**src/rtl/global_defs.sv**
```systemverilog
// Shared definitions for the parser/queue datapath.
//   ADDRESS_WIDTH : width of a parsed address
//   parsed_op_t   : opcode classes produced by the parser
package global_defs;

    localparam int unsigned ADDRESS_WIDTH = 32;

    typedef enum logic [1:0] {
        DATA_READ    = 2'd0,
        DATA_WRITE   = 2'd1,
        OPCODE_FETCH = 2'd2,
        NOP          = 2'd3
    } parsed_op_t;

endpackage

```
**src/rtl/request_queue.sv**
```systemverilog
// request_queue: circular FIFO of parsed operations with a per-entry age counter.
//   clock, reset_n      : clock, asynchronous active-low reset
//   in_valid/op/addr    : parser push side; NOP operations are dropped
//   in_ready            : queue not full (registered state only)
//   out_valid/op/addr   : head entry, read combinationally from storage
//   out_age             : cycles the head entry has waited (saturating)
//   out_pop             : consumer removes head
//   count, full, empty  : occupancy status
module request_queue
    import global_defs::*;
#(
    parameter int unsigned DEPTH     = 16,
    parameter int unsigned AGE_WIDTH = 8
) (
    input  logic                     clock,
    input  logic                     reset_n,
    input  logic                     in_valid,
    input  parsed_op_t               in_op,
    input  logic [ADDRESS_WIDTH-1:0] in_addr,
    output logic                     in_ready,
    output logic                     out_valid,
    output parsed_op_t               out_op,
    output logic [ADDRESS_WIDTH-1:0] out_addr,
    output logic [AGE_WIDTH-1:0]     out_age,
    input  logic                     out_pop,
    output logic [$clog2(DEPTH):0]   count,
    output logic                     full,
    output logic                     empty
);

    localparam int unsigned PTR_W = $clog2(DEPTH);
    localparam int unsigned CNT_W = PTR_W + 1;
    localparam logic [AGE_WIDTH-1:0] AGE_MAX = '1;

    parsed_op_t               op_mem   [DEPTH];
    logic [ADDRESS_WIDTH-1:0] addr_mem [DEPTH];
    logic [AGE_WIDTH-1:0]     age_mem  [DEPTH];
    logic [DEPTH-1:0]         occupied;

    logic [PTR_W-1:0] wr_ptr;
    logic [PTR_W-1:0] rd_ptr;
    logic [CNT_W-1:0] count_q;

    logic push_c;
    logic pop_c;

    // Status flags come straight from the registered occupancy count.
    always_comb begin
        empty    = (count_q == CNT_W'(0));
        full     = (count_q == CNT_W'(DEPTH));
        count    = count_q;
        in_ready = !full;
    end

    // Transfer qualifiers.
    always_comb begin
        push_c = in_valid && in_ready && (in_op != NOP);
        pop_c  = out_pop && !empty;
    end

    // Head view; forced to an idle NOP/0/0 when the queue is empty.
    always_comb begin
        out_valid = !empty;
        out_op    = NOP;
        out_addr  = '0;
        out_age   = '0;
        if (!empty) begin
            out_op   = op_mem[rd_ptr];
            out_addr = addr_mem[rd_ptr];
            out_age  = age_mem[rd_ptr];
        end
    end

    // Pointers and occupancy count; power-of-two depth makes the wrap free.
    always_ff @(posedge clock or negedge reset_n) begin
        if (!reset_n) begin
            wr_ptr  <= '0;
            rd_ptr  <= '0;
            count_q <= '0;
        end else begin
            if (push_c) begin
                wr_ptr <= wr_ptr + PTR_W'(1);
            end
            if (pop_c) begin
                rd_ptr <= rd_ptr + PTR_W'(1);
            end
            if (push_c && !pop_c) begin
                count_q <= count_q + CNT_W'(1);
            end else if (pop_c && !push_c) begin
                count_q <= count_q - CNT_W'(1);
            end
        end
    end

    // Entry storage, occupancy bits and ages. A slot cannot be pushed and
    // popped on the same edge: that would need count to be both 0 and DEPTH.
    always_ff @(posedge clock or negedge reset_n) begin
        if (!reset_n) begin
            occupied <= '0;
            for (int i = 0; i < DEPTH; i++) begin
                op_mem[i]   <= NOP;
                addr_mem[i] <= '0;
                age_mem[i]  <= '0;
            end
        end else begin
            for (int i = 0; i < DEPTH; i++) begin
                if (push_c && (wr_ptr == PTR_W'(i))) begin
                    op_mem[i]   <= in_op;
                    addr_mem[i] <= in_addr;
                    age_mem[i]  <= '0;
                    occupied[i] <= 1'b1;
                end else begin
                    if (pop_c && (rd_ptr == PTR_W'(i))) begin
                        occupied[i] <= 1'b0;
                    end
                    // Age only live entries; a freed slot restarts at 0 on reuse.
                    if (occupied[i] && (age_mem[i] != AGE_MAX)) begin
                        age_mem[i] <= age_mem[i] + AGE_WIDTH'(1);
                    end
                end
            end
        end
    end

endmodule

```
**config.mk**
```make
export PLATFORM = sky130hd
export DESIGN_NAME = request_queue
export DESIGN_NICKNAME = d
export VERILOG_FILES = /design/src/rtl/global_defs.sv /design/src/rtl/request_queue.sv
export SDC_FILE = /design/constraint.sdc
export NUM_CORES = 2
export LEC_CHECK = 0
export ABC_AREA = 1
export BUFFER_PORTS_ARGS = -buffer_cell sky130_fd_sc_hd__buf_2
export CORE_MARGIN = 1
export CORE_UTILIZATION = 55
export DETAILED_ROUTE_END_ITERATION = 12
export PLACE_DENSITY = 0.8
export SLEW_MARGIN = 30
export SYNTH_ARGS = -nofsm -noshare
export SYNTH_HDL_FRONTEND = slang
export SYNTH_SLANG_ARGS = --single-unit
export TNS_END_PERCENT = 100
```
**constraint.sdc**
```tcl
create_clock -name clock -period 3.5 [get_ports clock]
set_clock_uncertainty 0.15 [all_clocks]
set_input_delay 0.35 -clock clock [delete_from_list [all_inputs] [get_ports clock]]
set_output_delay 0.35 -clock clock [all_outputs]
set_load 0.01 [all_outputs]
```
* Word level (Yosys, flattened, before mapping)
Index checks and enable logic that the tools add are counted.
Cells by class: reductions and logical operators 93, magnitude comparators 1, bitwise operators 1, mux-type cells 78, $add $sub $neg 20, equality and inequality tests 48
Operators with widths (count):
- two-way mux 8 bit | 35
- adder 8 x 1 -> 8 bit (second input constant) | 16
- binary-select mux 32 bit (select 4 bit) | 1
- != test 8 bit (second input constant) | 16
- two-way mux 32 bit | 3
- nonzero test 2 bit | 33
- == test 4 bit (second input constant) | 16
- logical AND 1 bit | 53
- binary-select mux 8 bit (select 4 bit) | 1
- == test 4 x 3 -> 1 bit (second input constant) | 8
- two-way mux 1 bit | 32
- == test 4 x 2 -> 1 bit (second input constant) | 4
- two-way mux 5 bit | 2
- adder 4 x 1 -> 4 bit (second input constant) | 2
- binary-select mux 2 bit (select 4 bit) | 1
- == test 4 x 1 -> 1 bit (second input constant) | 2
- zero test 4 bit | 2
- two-way mux 2 bit | 3
- adder 5 x 1 -> 5 bit (second input constant) | 1
- == test 5 bit (second input constant) | 1
- greater-or-equal comparator 5 bit (second input constant) | 1
- zero test 5 bit | 1
- inverter 4 -> 5 bit | 1
- subtractor 5 x 1 -> 5 bit (second input constant) | 1
- other kinds (2) | 5
Word-level totals: bits of input ports 38, logic and storage cells 308, output and inout port bits 51, register bits after elaboration 701

* Depth between registers and ports, before layout
depth in word-level cells 8, depth in mapped cells 15, mapped depth without buffers 14

* Worst setup path before layout
Ideal clock, no wire load.
path kind reg2reg, from reg count_q[1], in the netlist count[1], to reg count_q[4], in the netlist count[4], slack 955 ps, arrival time 2272 ps, stages on the path, launching flop included 14, library setup time 123 ps, clock period less this slack 2545 ps, buffers on the path 0, data required time 3227 ps, path through dfrtp_1 > nor2_2 > nand4_1 > nand2_2 > ha_1 > inv_1 > fa_1 > nand2_1 > nand2_1 > nand2_1 > nand2_1 > and2_1 > o21ai_0 > nand2_1
Between the ends: elaborated cells between the ends (all ways) 16, classes of those cells add/sub (2); eq/ne (1); mux (2); reduce/logical (11)
RTL lines:
- from (decl) | RTL line request_queue.sv:42 | logic [CNT_W-1:0] count_q;
- from (signal assigned) | RTL line request_queue.sv:88 | count_q <= count_q + CNT_W'(1);
- from (signal assigned) | RTL line request_queue.sv:90 | count_q <= count_q - CNT_W'(1);
- zero test 5 bit * | RTL line request_queue.sv:49 | empty = (count_q == CNT_W'(0));
- zero test 1 bit *
- net out_valid | RTL line request_queue.sv:21 | output logic out_valid,
- logical AND 1 bit * | RTL line request_queue.sv:58 | pop_c = out_pop && !empty;
- zero test 1 bit | RTL line request_queue.sv:87 | if (push_c && !pop_c) begin
- logical AND 1 bit | RTL line request_queue.sv:87
- two-way mux 5 bit or nonzero test 2 bit (tied branches)
Mark *: on every way through the listed nets, which the timed path passes. The rest lies on a longest branch. The select of a mux whose other input is x is not followed. A chain may end at the register's enable or synchronous reset.

* Worst setup path in the final report
from reg rd_ptr[0], to out out_age[1]
Between the ends: word-level cells in the longest chain between the ends 5
Ends and longest elaborated chain:
- from (decl) | RTL line request_queue.sv:41 | logic [PTR_W-1:0] rd_ptr;
- from (signal assigned) | RTL line request_queue.sv:85 | rd_ptr <= rd_ptr + PTR_W'(1);
- inverter 4 -> 5 bit (not written as such) | RTL line request_queue.sv:70 | out_age = age_mem[rd_ptr];
- binary-select mux 8 bit (select 4 bit) | RTL line request_queue.sv:70
- two-way mux 8 bit (not written as such) (2 in series) | RTL line request_queue.sv:70
- two-way mux 8 bit | RTL line request_queue.sv:67 | if (!empty) begin
- to (decl) | RTL line request_queue.sv:24 | output logic [AGE_WIDTH-1:0] out_age,
Every way passes these cells. The select of a mux whose other input is x is not followed.

==> flow_metrics.env <==
export IMPL_slew_headroom=0.404
export IMPL_timing_rr_start="rd_ptr[0]"
export IMPL_synth_xor_area_share=0.0113
export IMPL_cp_max_fo=82
export IMPL_ant_nets=0
export IMPL_synth_compound_area_frac=0.0845
export IMPL_synth_top_family_by_area="simple AND/OR/NAND/NOR gates"
export IMPL_pin_count=89
export IMPL_syn_area_sq_um=37100
export IMPL_drive_gt1_frac=0.0663
export IMPL_yosys_most_used_dff="dfrtp_1"
export IMPL_cts_buffer_depth=3
export IMPL_crit_path_end_kind="output port"
export IMPL_timing_rr_end="occupied[9]"
export IMPL_cp_arrival_ns=2.96
export IMPL_viasPerCell=5.38
export IMPL_synth_area_leaders="dfrtp_1 (45%), nand2_1 (20%), inv_1 (7.7%), nand3_1 (7.1%), o21ai_0 (7.0%)"
export IMPL_tightest_slew_ns=0.894
export IMPL_portBuffers=88
export IMPL_dieArea_sq_um=68500
export IMPL_p_leak_nw=22.5
export IMPL_slew_viol_final=0
export IMPL_drt_pass1_iterations=6
export IMPL_routed_via_count=33000
export IMPL_cp_required_ns=3.00
export IMPL_areaGrowthSynthToFinish_pct=10.4
export IMPL_hold_path_depth=3
export IMPL_die_h_um=262
export IMPL_htreeDepth=3
export IMPL_ys_warn_count=0
export IMPL_synth_fa_ha_area_frac=0.00998
export IMPL_maxCapViolCount=0
export IMPL_criticalPathCategory="reg2out"
export IMPL_cts_tree="built"
export IMPL_reg2reg_slack_ns=0.72
export IMPL_cts_clk_slew_worst_paths_ns=0.06
export IMPL_grt_overflow_total=0
export IMPL_grt_max_degree=184
export IMPL_fillers=5795
export IMPL_yosys_top_cells_count="nand2_1 (1949), inv_1 (764), dfrtp_1 (669), nand3_1 (529), o21ai_0 (517)"
export IMPL_vdd_ir_drop_max_uv=844
export IMPL_n_antenna_cell=0
export IMPL_synth_simple_area_share=0.305
export IMPL_rsz0062_at_grt="yes"
export IMPL_crit_path_start_kind="register"
export IMPL_grt_pass1_wl_um=163000
export IMPL_die_w_um=262
export IMPL_fin_nets=5273
export IMPL_hp_start="in_addr[13]"
export IMPL_cts_sink_count=701
export IMPL_yosysMostFrequentCell="nand2_1"
export IMPL_hold_viol=0
export IMPL_hold_end="addr_mem[13]"
export IMPL_synth_top_area_frac=0.451
export IMPL_fin_crit_ns=3.46
export IMPL_drt_iter0_drc=3215
export IMPL_ys_seq_area_frac=0.474
export IMPL_multi_input_area_sq_um=15300
export IMPL_status="finished, final reports clean"
export IMPL_postCtsSetupRepairBufs=0
export IMPL_setup_violations_final=0
export IMPL_syn_avg_cell_area_sq_um=7.05
export IMPL_cts_root_buf="clkbuf_16"
export IMPL_ff_latch_area_sq_um=17600
export IMPL_drc_errors=0
export IMPL_worstHoldPathType="in2reg"
export IMPL_synth_edf_count=0
export IMPL_synthesis_nets=5331
export IMPL_grt_use_total=0.299
export IMPL_finalPower_mw=39.5
export IMPL_muxShareOfSynthArea=0
export IMPL_rr_worst_depth=7
export IMPL_timing_fmax_mhz=289
export IMPL_grt_pass1_vias=30600
export IMPL_clk_latency_ns=0.64
export IMPL_avgRoutedWirePerCell_um=16.4
export IMPL_synth_area_leader_cell="dfrtp_1"
export IMPL_antenna_found_initial=2
export IMPL_core_sq_um=66200
export IMPL_initial_utilization=0.561
export IMPL_netlist_instances=5264
export IMPL_row_count=94
export IMPL_fin_util=0.619
export IMPL_ys_ff_latch=701
export IMPL_synth_async_reset_ratio=1.00
export IMPL_cts_buffers=76
export IMPL_ys_types=32
export IMPL_powerDensity_nw_per_um2=965
export IMPL_wl_um=101000
export IMPL_fin_crit_sh=0.989
export IMPL_place_congestion=0.898
export IMPL_place_hpwl_um=61200
## cells by family (layout without fill, tap and decap cells)
| group | after synthesis | after routing |
|---|---|---|
| flip-flops | 701 | 701 |
| XOR/XNOR | 48 | 48 |
| AO/OA/AOI/OAI | 622 | 622 |
| buffers and inverters | 1068 | 1071 |
| AND/OR/NAND/NOR | 2796 | 2796 |
| adder cells (fa/ha/maj) | 29 | 29 |
## where the power goes
group          switching (mW)  internal, mW
Clock                    3.39          5.03
Combinational            11.5          5.81
Sequential               2.17          11.6
## worst max path at each step
stage | slack (ns) | end | cells past startpoint | start
2_1_floorplan | 0.96 | count[4] | 13 | count[1]
3_3_place_gp | 0.76 | out_addr[4] | 11 | rd_ptr[0]
3_5_place_dp | 0.75 | out_addr[5] | 9 | rd_ptr[0]
4_1_cts | 0.06 | out_addr[4] | 11 | rd_ptr[0]
5_1_grt | -0.06 | out_age[1] | 9 | rd_ptr[0]
6_report | 0.04 | out_age[1] | 9 | rd_ptr[0]
## through the flow
step	setup TNS, ns	std cells	hold WS [ns]	area (sq um)	worst slack [ns]
after floorplan	0	5264	-0.0956	37100	0.955
after global placement	0	5987	0.197	38300	0.764
after detailed placement	0	5987	0.198	38300	0.745
after CTS	0	6130	0.0150	40900	0.0642
after global routing	-0.219	6131	0.0487	41000	-0.0649
final	0	6131	0.0326	41000	0.0368
## final cells by class
type,instances,area share
well taps,864,0.0264
repair buffers,163,0.0354
clock buffers,118,0.0569
flip-flops and latches,701,0.429
multi-input cells,3495,0.374
clock inverters,21,0.00706
inverters,769,0.0709
## critical path, stage by stage, from the launching register on
cell	delay, ns
dfrtp_4	0.55
buf_4	0.74
nand2_1	0.12
nand3_1	0.11
nand2_1	0.06
nand2_1	0.07
nand2_1	0.13
nor2_1	0.25
nor2_1	0.12
buf_2	0.16
## metal layers
layer  global-route usage  vias up  wire, um  share of wire
met4                0.110        2      3660          0.036
li1                     -    16000         -              -
met2                0.481     1174     46100           0.46
met3               0.0515      235      7840          0.078
met1                0.406    15500     42900           0.43
met5                    0        -        13        0.00013
## layout by cell type, fill, tap and decap left out, types with 25 or more instances in the layout
cell type,instances
nand2_1,1948
clkbuf_8,25
nand3_1,529
buf_2,87
xor2_1,47
buf_4,38
dfrtp_1,667
nand4_1,26
dfstp_2,32
buf_12,31
clkbuf_16,78
nor2_1,263
o21ai_1,80
o21ai_0,517
inv_1,763
ha_1,28
## timing repair
action / 4_1_cts / 5_1_grt
endpoints found under the hold margin: 126 / 0
hold buffers: 4 / 0
setup endpoints to repair: 0 / 7
gates resized for setup: 0 / 5
## state kept, by name (all words and copies together), names as in the netlist
register	count
addr_mem	512
age_mem	128
count	5
occupied	16
op_mem	32
rd_ptr	4
wr_ptr	4
No activity file was read; power rests on OpenSTA's default activity.
